**config.mk**
```make
export PLATFORM = sky130hd
export DESIGN_NAME = coor_dispatch
export DESIGN_NICKNAME = d
export VERILOG_FILES = /design/src/rtl/coor_dispatch.sv
export SDC_FILE = /design/constraint.sdc
export NUM_CORES = 1
export LEC_CHECK = 0
export CAP_MARGIN = 20
export CELL_PAD_IN_SITES_DETAIL_PLACEMENT = 0
export CELL_PAD_IN_SITES_GLOBAL_PLACEMENT = 2
export CORE_ASPECT_RATIO = 1.5
export CORE_UTILIZATION = 39
export DETAILED_ROUTE_END_ITERATION = 8
export PLACE_DENSITY = 0.87
export SLEW_MARGIN = 20
export SYNTH_ARGS = -nofsm -noshare
export SYNTH_HDL_FRONTEND = slang
export SYNTH_SLANG_ARGS = --single-unit
```
**constraint.sdc**
```tcl
create_clock -name cclk -period 6 [get_ports cclk]
set_input_delay 1.2 -clock cclk [delete_from_list [all_inputs] [get_ports cclk]]
set_output_delay 1.2 -clock cclk [all_outputs]
set_load 0.005 [all_outputs]
```
**src/rtl/coor_dispatch.sv**
```systemverilog
// Pixel dispatcher for a pool of Mandelbrot engines: walks the frame, hands each idle
// engine the next {px, py, cx, cy} word, and applies zoom/pan keys between frames.
module coor_dispatch #(
    parameter int                 NUM_ENG = 4,
    parameter int                 ADDR_W  = 3,
    parameter int                 COORD_W = 32,
    parameter int                 H_RES   = 640,
    parameter int                 V_RES   = 480,
    parameter logic [COORD_W-1:0] X0      = '0,
    parameter logic [COORD_W-1:0] Y0      = '0,
    parameter logic [COORD_W-1:0] STEP0   = COORD_W'(256),
    parameter int                 PAN_SH  = 4,
    parameter int                 RR      = 1,
    localparam int                PX_W    = $clog2(H_RES),
    localparam int                PY_W    = $clog2(V_RES),
    localparam int                WORD_W  = PX_W + PY_W + 2 * COORD_W
) (
    input  logic               cclk,
    input  logic               creset,
    input  logic [3:0]         ckey,
    input  logic [NUM_ENG-1:0] cdones,
    output logic               clatch_en,
    output logic [ADDR_W-1:0]  cengine_addr,
    output logic [WORD_W-1:0]  cword2engines,
    output logic               cframe_done,
    output logic [1:0]         cstate
);
    typedef enum logic [1:0] {INIT, SCAN, FLUSH, UPDATE} state_t;

    localparam logic [ADDR_W:0]    NUM_ENG_W = (ADDR_W+1)'(NUM_ENG);
    localparam logic [ADDR_W:0]    ONE_W     = (ADDR_W+1)'(1);
    localparam logic [ADDR_W-1:0]  LAST_ENG  = ADDR_W'(NUM_ENG - 1);
    localparam logic [PX_W-1:0]    PX_LAST   = PX_W'(H_RES - 1);
    localparam logic [PY_W-1:0]    PY_LAST   = PY_W'(V_RES - 1);
    localparam logic [COORD_W-1:0] STEP_ONE  = COORD_W'(1);
    localparam logic [COORD_W-1:0] STEP_MAX  = STEP_ONE << (COORD_W - 2);

    state_t               state_q, state_d;
    logic [PX_W-1:0]      px_q, px_d;
    logic [PY_W-1:0]      py_q, py_d;
    logic [COORD_W-1:0]   cx_q, cx_d, cy_q, cy_d;
    logic [COORD_W-1:0]   ox_q, ox_d, oy_q, oy_d, step_q, step_d;
    logic [3:0]           pend_q, pend_d, key_prev_q;
    logic [NUM_ENG-1:0]   mask_q, mask_d;
    logic [ADDR_W-1:0]    last_q, last_d, addr_q, addr_d;
    logic                 latch_q, latch_d, done_q, done_d;
    logic [WORD_W-1:0]    word_q, word_d;

    logic [NUM_ENG-1:0]   elig, elig_rot;
    logic [ADDR_W:0]      start_w, sum_w;
    logic                 grant_vld;
    logic [ADDR_W-1:0]    grant_idx;
    logic [3:0]           key_edge;
    logic [COORD_W-1:0]   pan_dist, ox_upd, oy_upd, step_upd;

    // Rotate eligibility so bit 0 is the search start, then take the first set bit.
    always_comb begin
        elig    = cdones & ~mask_q;
        start_w = '0;
        if (RR != 0 && last_q != LAST_ENG) start_w = {1'b0, last_q} + ONE_W;
        elig_rot  = NUM_ENG'({elig, elig} >> start_w);
        grant_vld = 1'b0;
        sum_w     = '0;
        for (int k = 0; k < NUM_ENG; k++) begin
            if (!grant_vld && elig_rot[k]) begin
                grant_vld = 1'b1;
                sum_w     = start_w + (ADDR_W+1)'(k);
            end
        end
        if (sum_w >= NUM_ENG_W) sum_w = sum_w - NUM_ENG_W;
        grant_idx = sum_w[ADDR_W-1:0];
    end

    // View for the next frame; pan distance uses the step before this update's zoom.
    always_comb begin
        key_edge = ckey & ~key_prev_q;
        pan_dist = step_q << PAN_SH;
        ox_upd   = pend_q[2] ? ox_q + pan_dist : ox_q;
        oy_upd   = pend_q[3] ? oy_q + pan_dist : oy_q;
        step_upd = step_q;
        if (pend_q[0] && !pend_q[1]) begin
            step_upd = (step_q > STEP_ONE) ? step_q >> 1 : STEP_ONE;
        end else if (pend_q[1] && !pend_q[0]) begin
            step_upd = (step_q >= (STEP_MAX >> 1)) ? STEP_MAX : step_q << 1;
        end
    end

    always_comb begin
        state_d = state_q;
        px_d    = px_q;
        py_d    = py_q;
        cx_d    = cx_q;
        cy_d    = cy_q;
        ox_d    = ox_q;
        oy_d    = oy_q;
        step_d  = step_q;
        pend_d  = pend_q | key_edge;
        mask_d  = '0;
        last_d  = last_q;
        latch_d = 1'b0;
        addr_d  = addr_q;
        word_d  = word_q;
        done_d  = 1'b0;
        unique case (state_q)
            INIT: begin
                px_d    = '0;
                py_d    = '0;
                cx_d    = ox_q;
                cy_d    = oy_q;
                state_d = SCAN;
            end
            SCAN: begin
                if (grant_vld) begin
                    latch_d = 1'b1;
                    addr_d  = grant_idx;
                    word_d  = {px_q, py_q, cx_q, cy_q};
                    mask_d  = NUM_ENG'(1) << grant_idx;
                    last_d  = grant_idx;
                    if (px_q == PX_LAST) begin
                        px_d = '0;
                        cx_d = ox_q;
                        py_d = py_q + PY_W'(1);
                        cy_d = cy_q - step_q;
                        if (py_q == PY_LAST) state_d = FLUSH;
                    end else begin
                        px_d = px_q + PX_W'(1);
                        cx_d = cx_q + step_q;
                    end
                end
            end
            FLUSH: begin
                if (&cdones) begin
                    done_d  = 1'b1;
                    state_d = UPDATE;
                end
            end
            UPDATE: begin
                ox_d    = ox_upd;
                oy_d    = oy_upd;
                step_d  = step_upd;
                pend_d  = key_edge;
                px_d    = '0;
                py_d    = '0;
                cx_d    = ox_upd;
                cy_d    = oy_upd;
                state_d = SCAN;
            end
            default: state_d = INIT;
        endcase
    end

    always_ff @(posedge cclk) begin
        if (creset) begin
            state_q    <= INIT;
            px_q       <= '0;
            py_q       <= '0;
            cx_q       <= '0;
            cy_q       <= '0;
            ox_q       <= X0;
            oy_q       <= Y0;
            step_q     <= STEP0;
            pend_q     <= '0;
            key_prev_q <= '0;
            mask_q     <= '0;
            last_q     <= LAST_ENG;
            latch_q    <= 1'b0;
            addr_q     <= '0;
            word_q     <= '0;
            done_q     <= 1'b0;
        end else begin
            state_q    <= state_d;
            px_q       <= px_d;
            py_q       <= py_d;
            cx_q       <= cx_d;
            cy_q       <= cy_d;
            ox_q       <= ox_d;
            oy_q       <= oy_d;
            step_q     <= step_d;
            pend_q     <= pend_d;
            key_prev_q <= ckey;
            mask_q     <= mask_d;
            last_q     <= last_d;
            latch_q    <= latch_d;
            addr_q     <= addr_d;
            word_q     <= word_d;
            done_q     <= done_d;
        end
    end

    assign clatch_en     = latch_q;
    assign cengine_addr  = addr_q;
    assign cword2engines = word_q;
    assign cframe_done   = done_q;
    assign cstate        = state_q;
endmodule

```
## Word level (Yosys, flattened, before mapping)

Cells that the tools add are included.

| cells by class | value |
|---|---|
| eq/ne operators | 10 |
| div/mod/pow operators | 0 |
| multipliers | 0 |
| bitwise logic cells | 8 |
| shift-type cells | 2 |
| reduce and logical (&&, ||, !) cells | 26 |
| $lt $le $gt $ge | 3 |
| add/subtract/negate cells | 11 |
| muxes and demuxes | 36 |

Operator list:

| operator | count |
|---|---|
| 32-bit two-way mux | 9 |
| 32-bit one-hot mux with 3 select lines | 2 |
| 32-bit adder | 3 |
| 32-bit by 30-bit greater-or-equal comparator with 1-bit output, second input constant | 1 |
| 32-bit by 1-bit > comparator with 1-bit output, second input constant | 1 |
| 32-bit subtractor | 1 |
| 31-bit two-way mux | 1 |
| 4-bit two-way mux | 6 |
| 10-bit two-way mux | 2 |
| 10-bit one-hot mux with 2 select lines | 1 |
| 9-bit two-way mux | 2 |
| 9-bit one-hot mux with 2 select lines | 1 |
| 10-bit by 1-bit adder with 10-bit output, second input constant | 1 |
| 10-bit equality test, second input constant | 1 |
| 9-bit by 1-bit adder with 9-bit output, second input constant | 1 |
| 9-bit equality test, second input constant | 1 |
| 4-bit by 2-bit adder with 4-bit output, second input constant | 2 |
| 4-bit bitwise AND | 2 |
| 2-bit two-way mux | 4 |
| 2-bit inequality test, second input constant | 4 |
| 4-bit inverter | 2 |
| 2-bit AND reduction | 4 |
| 4-bit AND reduction | 2 |
| 8-bit by 4-bit right shift with 4-bit output | 1 |
| other kinds (21) | 41 |

| storage, ports and cells | value |
|---|---|
| input bits | 10 |
| register bits after elaboration | 284 |
| memories | 0 |
| ROM bits | 0 |
| bits in writable memories | 0 |
| output and inout port bits | 90 |
| logic and storage cells | 112 |
| bits in latches | 0 |

## Depth between registers and ports, before layout

Gate-level depths: netlist (run 1).

| depth | value |
|---|---|
| depth in word-level cells | 16 |
| mapped depth | 14 |

## Worst setup path after synthesis (run 1)

No wires, ideal clock.

| timing | value |
|---|---|
| path type | input to register |
| from | input port cdones[0] |
| to | register py_q[7] |
| slack | 2.395 ns |
| cell stages on the path | 12 |
| arrival | 3.486 ns |
| library setup time | 0.119 ns |
| buffers on the path | 2 |
| cells stage by stage | nor2b_1 > nor2b_1 > mux4_2 > and2_1 > buf_2 > nor4_4 > a21oi_2 > and2_1 > buf_2 > nand4_1 > xor2_1 > nor2_1 |

| between the ends | value |
|---|---|
| cells in the longest elaborated chain, start to end | 14 |

Ends and longest elaborated chain:

| item | line | text |
|---|---|---|
| from (decl) | 21 | `input logic [NUM_ENG-1:0] cdones,` |
| 4-bit bitwise AND * | 58 | `elig = cdones & ~mask_q;` |
| 8-bit by 4-bit right shift with 4-bit output * | 61 | `elig_rot = NUM_ENG'({elig, elig} >> start_w);` |
| 1-bit two-way mux | 65 | `if (!grant_vld && elig_rot[k]) begin` |
| 1-bit logical NOT | 65 |  |
| 1-bit logical AND | 65 |  |
| 1-bit two-way mux | 65 |  |
| 1-bit logical NOT | 65 |  |
| 1-bit logical AND | 65 |  |
| 1-bit two-way mux | 65 |  |
| 1-bit logical NOT | 65 |  |
| 1-bit logical AND | 65 |  |
| 1-bit two-way mux * | 65 |  |
| 2-bit inequality test (no line) * | - |  |
| 3-bit AND reduction (no line) * | - |  |
| to (signal assigned) | 173 | `py_q <= py_d;` |
| to (decl) | 40 | `logic [PY_W-1:0] py_q, py_d;` |

Mark *: on every way between the ends. The rest lies on a longest branch, timed or not.
A chain may end at the register's enable or synchronous reset.

## Worst setup path after layout (run 1)

| timing | value |
|---|---|
| from | input port cdones[0] |
| to | register last_q[2] |

| between the ends | value |
|---|---|
| cells in the longest elaborated chain, start to end | 14 |

Ends and longest elaborated chain:

| item | line | text |
|---|---|---|
| 4-bit bitwise AND * | 58 |  |
| 8-bit by 4-bit right shift with 4-bit output * | 61 |  |
| 1-bit two-way mux | 65 |  |
| 1-bit logical NOT | 65 |  |
| 1-bit logical AND | 65 |  |
| 1-bit two-way mux | 65 |  |
| 1-bit logical NOT | 65 |  |
| 1-bit logical AND | 65 |  |
| 1-bit two-way mux | 65 |  |
| 1-bit logical NOT | 65 |  |
| 1-bit logical AND | 65 |  |
| 4-bit two-way mux | 65 |  |
| 4-bit by 3-bit greater-or-equal comparator with 1-bit output or 3-bit subtractor (tied branches) | 70 | `if (sum_w >= NUM_ENG_W) sum_w = sum_w - NUM_ENG_W;` |
| 3-bit two-way mux | 70 |  |
| to (signal assigned) | 182 | `last_q <= last_d;` |
| to (decl) | 45 | `logic [ADDR_W-1:0] last_q, last_d, addr_q, addr_d;` |

Marks and branches as above.

==> summary.txt, run 1 <==
Logic synthesis
  – Synthesized flop and latch total: 275
  – Synth Instances: 2221
  – Synth top cells by count: nand2_1, a21oi_1, dfxtp_1
  – Most numerous cell in the Yosys netlist: nand2_1
  – Main synth FF type: dfxtp_1
  – EDFF count, synth: 0
  – Synth Warn #: 0
  – Sequential element share of the synthesized area: 0.3176
  – Synth area leaders: dfxtp_1, ha_1, nand2_1
  – Mapped Area: 17330 um^2
  – Synthesized Nets: 2364
  – Largest area contributor in the netlist: dfxtp_1
  – Post-synth ARST share: 0
  – Mean area per synthesized cell: 7.805 um^2
  – Post-synth cell types: 78
  – Synth top area share: 0.3176

Place
  – PortBufs: 99
  – Gpl congestion: 0.8763
  – DP HPWL: 38280 um
  – Placed Cells: 2796
  – Place WS: 1.086 ns
  – Area after DPL: 18760 um^2

STA
  – RSZ-0062 raised after global routing: no
  – Clk_skew: 0.01836 ns
  – Final hold vios: 0
  – Setup ws final: 1.718 ns
  – Post-route minimum period: 4.282 ns
  – Slew margin rel.: 0.2731
  – Slew Limit Fails: 0
  – Worst-Margin Slew: 1.090 ns
  – Total Neg Setup Slack: 0 ns
  – Final period util: 0.7137
  – Setup violators final: 0
  – F_max: 0.2335 GHz

Route
  – DR top layer: met4
  – Vias per cell: 5.655
  – Detailed Route Iter0 Violations: 958
  – Met2 Wirelength: 26760 um
  – Pre-Repair DR Iteration Count: 5
  – Routed met3 length: 2079 um
  – DRC viols: 0
  – Routed len/inst: 18.48 um
  – Final WL: 52740 um
  – Routed metal-1 wirelength: 22770 um
  – DR vias: 16133
  – Post-route ant nets: 0

Floorplanning
  – Core Region: 43870 um^2
  – Boundary Pins: 100
  – Die Span X: 174.1 um
  – Area of the die: 45310 um^2
  – Row count: 94
  – Initial Util: 0.3951
  – Die Y-Extent: 260.2 um

Setup path
  – CP Max Fanout: 41
  – Data required, critical path: 6.43 ns
  – Startpoint type of the worst setup path: primary input
  – Worst Setup End Kind: flip-flop
  – Crit path DAT: 4.72 ns
  – Critical path class: primary input to flip-flop

GRT
  – Largest net degree at the start of global routing: 117
  – Global route total overflow: 0
  – Total global-route track usage: 0.2295
  – First-pass GRT wire length: 84590 um
  – Vias in the first global route: 15678
  – Initial antenna violation count: 0

Power and ir drop
  – Leakage power total: 7.672 nW
  – Max IR drop VDD: 0.2400 mV
  – Power per cell area: 398.4 nW/um^2

Layout
  – Final Net Count: 2396
  – Fraction of layout cells with a size suffix above 1: 0.05624
  – Fillers: 4407
  – Core Util, Final: 0.4511
  – Layout area overhead: 14.17%
  – Finished Cell Area: 19790 um^2
  – Non-filler instance count after layout: 2853

Clock network
  – Inserted Clock Buffers: 31
  – CTS tree: done
  – CTS H-tree lvls: 1
  – Clk buf depth: 3
  – Clk Latency, worst-skew pair: 0.59 ns
  – Root buf cell: clkbuf_16
  – Hold Buf Count CTS: 0
  – Clk slew on worst S/H paths: 0.06 ns
  – Clock sinks: 275
  – Post-CTS Setup Bufs: 0
  – Cts repair resizes: 0

Min path
  – Hold Path Class: flip-flop to flip-flop

Run status
  – Status: finished clean

Job
  – Max-cap violations: 0
-- critical path, stage by stage --
cell and delay (ns):
clkdlybuf4s50_1 0.41, nor2b_1 0.17, nor2b_1 0.14, mux4_2 0.48
and2_1 0.26, nor4_4 0.75, nand2b_4 0.64, buf_4 0.40
nor2_1 0.08, a21oi_1 0.12, nor2_1 0.05
-- sequential cells by signal, indices dropped and copies added, names as in the netlist --
signal	count
step_q	32
cy_q	32
key_prev_q	4
last_q	3
pend_q	4
cengine_addr	2
mask_q	4
cframe_done	1
cx_q	32
cword2engines	83
cstate	2
ox_q	28
px_q	10
oy_q	28
clatch_en	1
py_q	9
-- metrics by stage --
step	power [mW]	hold slack, ns
CTS	7.955	0.4533
floorplan	4.918	0.4452
global route	8.429	0.4668
finish	7.885	0.4520
global placement	5.909	0.4405
detailed placement	5.984	0.4456
-- kinds of logic (layout without fill, tap and decap cells) --
logic type / count (synthesis) / count (layout) / share of synthesized area
xor+xnor: 110 / 110 / 0.05558
flops: 275 / 275 / 0.3176
buf+inv: 199 / 254 / 0.04656
other cells: 0 / 1 / 0
compound gates: 699 / 699 / 0.2605
mux: 43 / 43 / 0.02736
fa+ha+maj: 133 / 133 / 0.09773
simple gates: 762 / 762 / 0.1947
-- layout by cell type (no fill, tap or decap), types with 70 or more instances in the layout --
cell type / Yosys / routed
dfxtp_1: 275 / 275
clkdlybuf4s50_1: 0 / 98
ha_1: 129 / 128
nor2_1: 170 / 169
a211oi_1: 72 / 72
nand2_1: 381 / 381
a21oi_1: 278 / 278
xnor2_1: 70 / 70
inv_1: 74 / 74
o21ai_0: 79 / 79
-- final timing paths --
kind / from / end / slack [ns] / cells after the start
worst max-delay path: cdones[0] / last_q[2] / 1.72 / 11
worst min-delay path: cword2engines[3] / cword2engines[3] / 0.45 / 2
worst max register to register: last_q[0] / last_q[2] / 1.88 / 11
worst min register to register: cword2engines[3] / cword2engines[3] / 0.45 / 2
-- metal layers --
layer | GRT usage | vias to the layer above
li1 | - | 8059
met1 | 0.2775 | 7673
met2 | 0.4289 | 340
met3 | 0.02018 | 61
met4 | 0.06384 | 0
met5 | 0 | -
-- where the power goes --
group / leakage (nW) / internal (mW) / switching [mW] / total [mW]
clock network: 0.505 / 1.15 / 0.802 / 1.95
registers: 2.23 / 2.07 / 0.256 / 2.32
logic: 4.94 / 1.34 / 2.27 / 3.61
total: 7.67 / 4.55 / 3.33 / 7.88
-- area by class of cell --
class                           count  area (um^2)  share of cell area
Multi-Input combinational cell   1747        11060              0.5589
Sequential cell                   275         5505              0.2782
Timing Repair Buffer              123         1195             0.06038
Clock buffer                       45        888.4             0.04489
Tap cell                          576        720.7             0.03642
Inverter                           75        281.5             0.01423
Clock inverter                     11        136.4            0.006891
Antenna cell                        1        2.502           0.0001264
Note: power is estimated with default switching activity, not from simulation.
==> run 2: changes to the inputs <==
--- a/config.mk
+++ b/config.mk
@@ -9,9 +9,9 @@
 export CELL_PAD_IN_SITES_DETAIL_PLACEMENT = 0
 export CELL_PAD_IN_SITES_GLOBAL_PLACEMENT = 2
 export CORE_ASPECT_RATIO = 1.5
-export CORE_UTILIZATION = 39
+export CORE_UTILIZATION = 33
 export DETAILED_ROUTE_END_ITERATION = 8
-export PLACE_DENSITY = 0.87
+export PLACE_DENSITY = 0.78
 export SLEW_MARGIN = 20
 export SYNTH_ARGS = -nofsm -noshare
 export SYNTH_HDL_FRONTEND = slang
==> constraint.sdc (replaced) <==
create_clock -name cclk -period 3.5 [get_ports cclk]
set_input_delay 0.7 -clock cclk [delete_from_list [all_inputs] [get_ports cclk]]
set_output_delay 0.7 -clock cclk [all_outputs]
set_load 0.005 [all_outputs]
==> summary.txt, run 2 (synthesized netlist as in run 1, its figures left out) <==
Clock network
  – Clock sinks: 275
  – Clk Latency, worst-skew pair: 0.59 ns
  – Clk slew on worst S/H paths: 0.07 ns
  – Root buf cell: clkbuf_16
  – Clk buf depth: 3
  – CTS H-tree lvls: 1
  – Inserted Clock Buffers: 31
  – CTS tree: done
  – Hold Buf Count CTS: 0

STA
  – F_max: 0.2912 GHz
  – Worst-Margin Slew: 0.8761 ns
  – Setup violators final: 0
  – Final hold vios: 0
  – Post-route minimum period: 3.435 ns
  – Clk_skew: 0.01315 ns
  – Slew margin rel.: 0.4159
  – RSZ-0062 raised after global routing: yes
  – Hold_ws: 0.4512 ns
  – Slew Limit Fails: 0
  – Final period util: 0.9813

Setup path
  – Startpoint type of the worst setup path: flip-flop
  – WP depth: 14
  – Crit path DAT: 3.90 ns
  – Crit-path cells: buf_6 > ha_4 > fa_2 > a211o_1 > a2111oi_4 > buf_4 > o32ai_4 > or2_4 > a21o_4 > xor2_2 > mux2i_1 > nor2_1 > a2111oi_2 > nor3_1
  – Critical path's top delay family: compound AO/OA/AOI/OAI gates
  – R2R cell count: 14
  – Crit-path max cell delay: 0.37 ns
  – Worst Setup End Kind: flip-flop
  – CP Max Fanout: 4
  – Slowest CP cell: a2111oi_4
  – Crit path buf inv count: 2
  – Data required, critical path: 3.97 ns
  – Critical path class: flip-flop to flip-flop

Run status
  – Status: finished clean

Place
  – DP HPWL: 41940 um
  – PortBufs: 99
  – Gpl congestion: 0.8664

Layout
  – Layout area overhead: 22.59%
  – Final Net Count: 2535
  – Most common cell after layout, fill and taps aside: nand2_1
  – Most frequent cells in the layout: nand2_1, a21oi_1, dfxtp_1, nor2_1, buf_4
  – FF/Latch Area: 5512 um^2
  – Fillers: 5307
  – Multi-input gate area: 11240 um^2
  – ANT cells: 0
  – Max reg flops: 83
  – Fraction of layout cells with a size suffix above 1: 0.1234

Floorplanning
  – Initial Util: 0.3354
  – Boundary Pins: 100
  – Die Span X: 189.1 um
  – Core Region: 51690 um^2
  – Row count: 102
  – Die Y-Extent: 282.7 um
  – Area of the die: 53470 um^2

Power and ir drop
  – Switching share of total power: 0.4103
  – Design Power: 14.37 mW
  – Clock Power Share: 0.238
  – P_sw: 5.895 mW
  – Power per cell area: 676.1 nW/um^2
  – Pint: 8.472 mW
  – Comb pwr share: 0.486
  – Seq pwr share: 0.275
  – Leakage power total: 8.426 nW
  – Max IR drop VDD: 0.4040 mV

Min path
  – Hold Path Class: flip-flop to flip-flop
  – WHS Path Cells: 2

Route
  – Vias per cell: 5.354
  – Final WL: 55350 um
  – Routed len/inst: 17.91 um
  – Detailed Route Iter0 Violations: 698
  – DRC viols: 0
  – Pre-Repair DR Iteration Count: 8
  – Post-route ant nets: 0
  – DR vias: 16544

GRT
  – Global route total overflow: 0
  – First-pass GRT wire length: 88510 um
  – Initial antenna violation count: 0
  – Total global-route track usage: 0.2058
  – Vias in the first global route: 16670
  – Largest net degree at the start of global routing: 85

Job
  – Max-cap violations: 0
run 2: changes by cell type in the layout (fill, tap and decap cells not counted), moves of 4 or more:
cell,change
a21oi_1,-4
a21oi_2,+4
buf_12,+8
buf_4,+131
dfxtp_1,-5
dfxtp_2,+5
o21ai_0,-4
o21ai_1,+4
run 2: path summary, 6_finish.rpt:
kind | from | end | slack [ns]
hold / removal | cword2engines[30] | cword2engines[30] | 0.45
hold reg to reg | cword2engines[30] | cword2engines[30] | 0.45
setup reg to reg | step_q[0] | cy_q[20] | 0.07
setup / recovery | step_q[0] | cy_q[20] | 0.07
run 2: what timing repair did:
action / 4_1_cts / 5_1_grt
gates resized for setup: 16 / 28
pin swaps: 3 / 12
buffers inserted: 2 / 0
endpoints found under the setup margin: 16 / 26
run 2: through the flow:
step	std cells	area (um^2)	util	setup TNS, ns	worst slack, ns
2_1_floorplan	2221	17330	-	0	0.2637
3_3_place_gp	3033	19990	0.3868	-3.252	-0.2015
3_5_place_dp	3033	19990	0.3868	-3.786	-0.2258
4_1_cts	3090	21130	0.4089	0	0.002275
5_1_grt	3090	21250	0.4111	-0.08213	-0.07492
6_report	3090	21250	0.4111	0	0.06536
run 2: worst register-to-register path, stage by stage (launching register included):
cell	delay, ns
dfxtp_2	0.34
buf_6	0.13
ha_4	0.16
fa_2	0.36
a211o_1	0.31
a2111oi_4	0.37
buf_4	0.19
o32ai_4	0.10
or2_4	0.30
a21o_4	0.25
xor2_2	0.15
mux2i_1	0.14
nor2_1	0.07
a2111oi_2	0.35
nor3_1	0.08
run 2: layer usage:
metal  global-route usage  share of wire
met4              0.06782          0.029
met2               0.3906           0.51
met5                    0              0
met1               0.2403           0.43
met3              0.01806          0.033
run 2: layout make-up:
class                           instances  share of cell area
Multi-Input combinational cell       1747              0.5289
Sequential cell                       275              0.2594
Timing Repair Buffer                  262              0.1093
Clock buffer                           46             0.04340
Tap cell                              676             0.03980
Inverter                               75             0.01325
Clock inverter                          9            0.006006
run 2: power by group through the flow:
stage | sequential [mW] | clock, mW | combinational, mW
CTS | 3.97 | 3.53 | 6.95
floorplan | 3.89 | 0 | 4.54
finish | 3.96 | 3.42 | 6.99
global placement | 4.03 | 0 | 6.82
global route | 4.02 | 3.65 | 7.71
detailed placement | 4.03 | 0 | 6.89
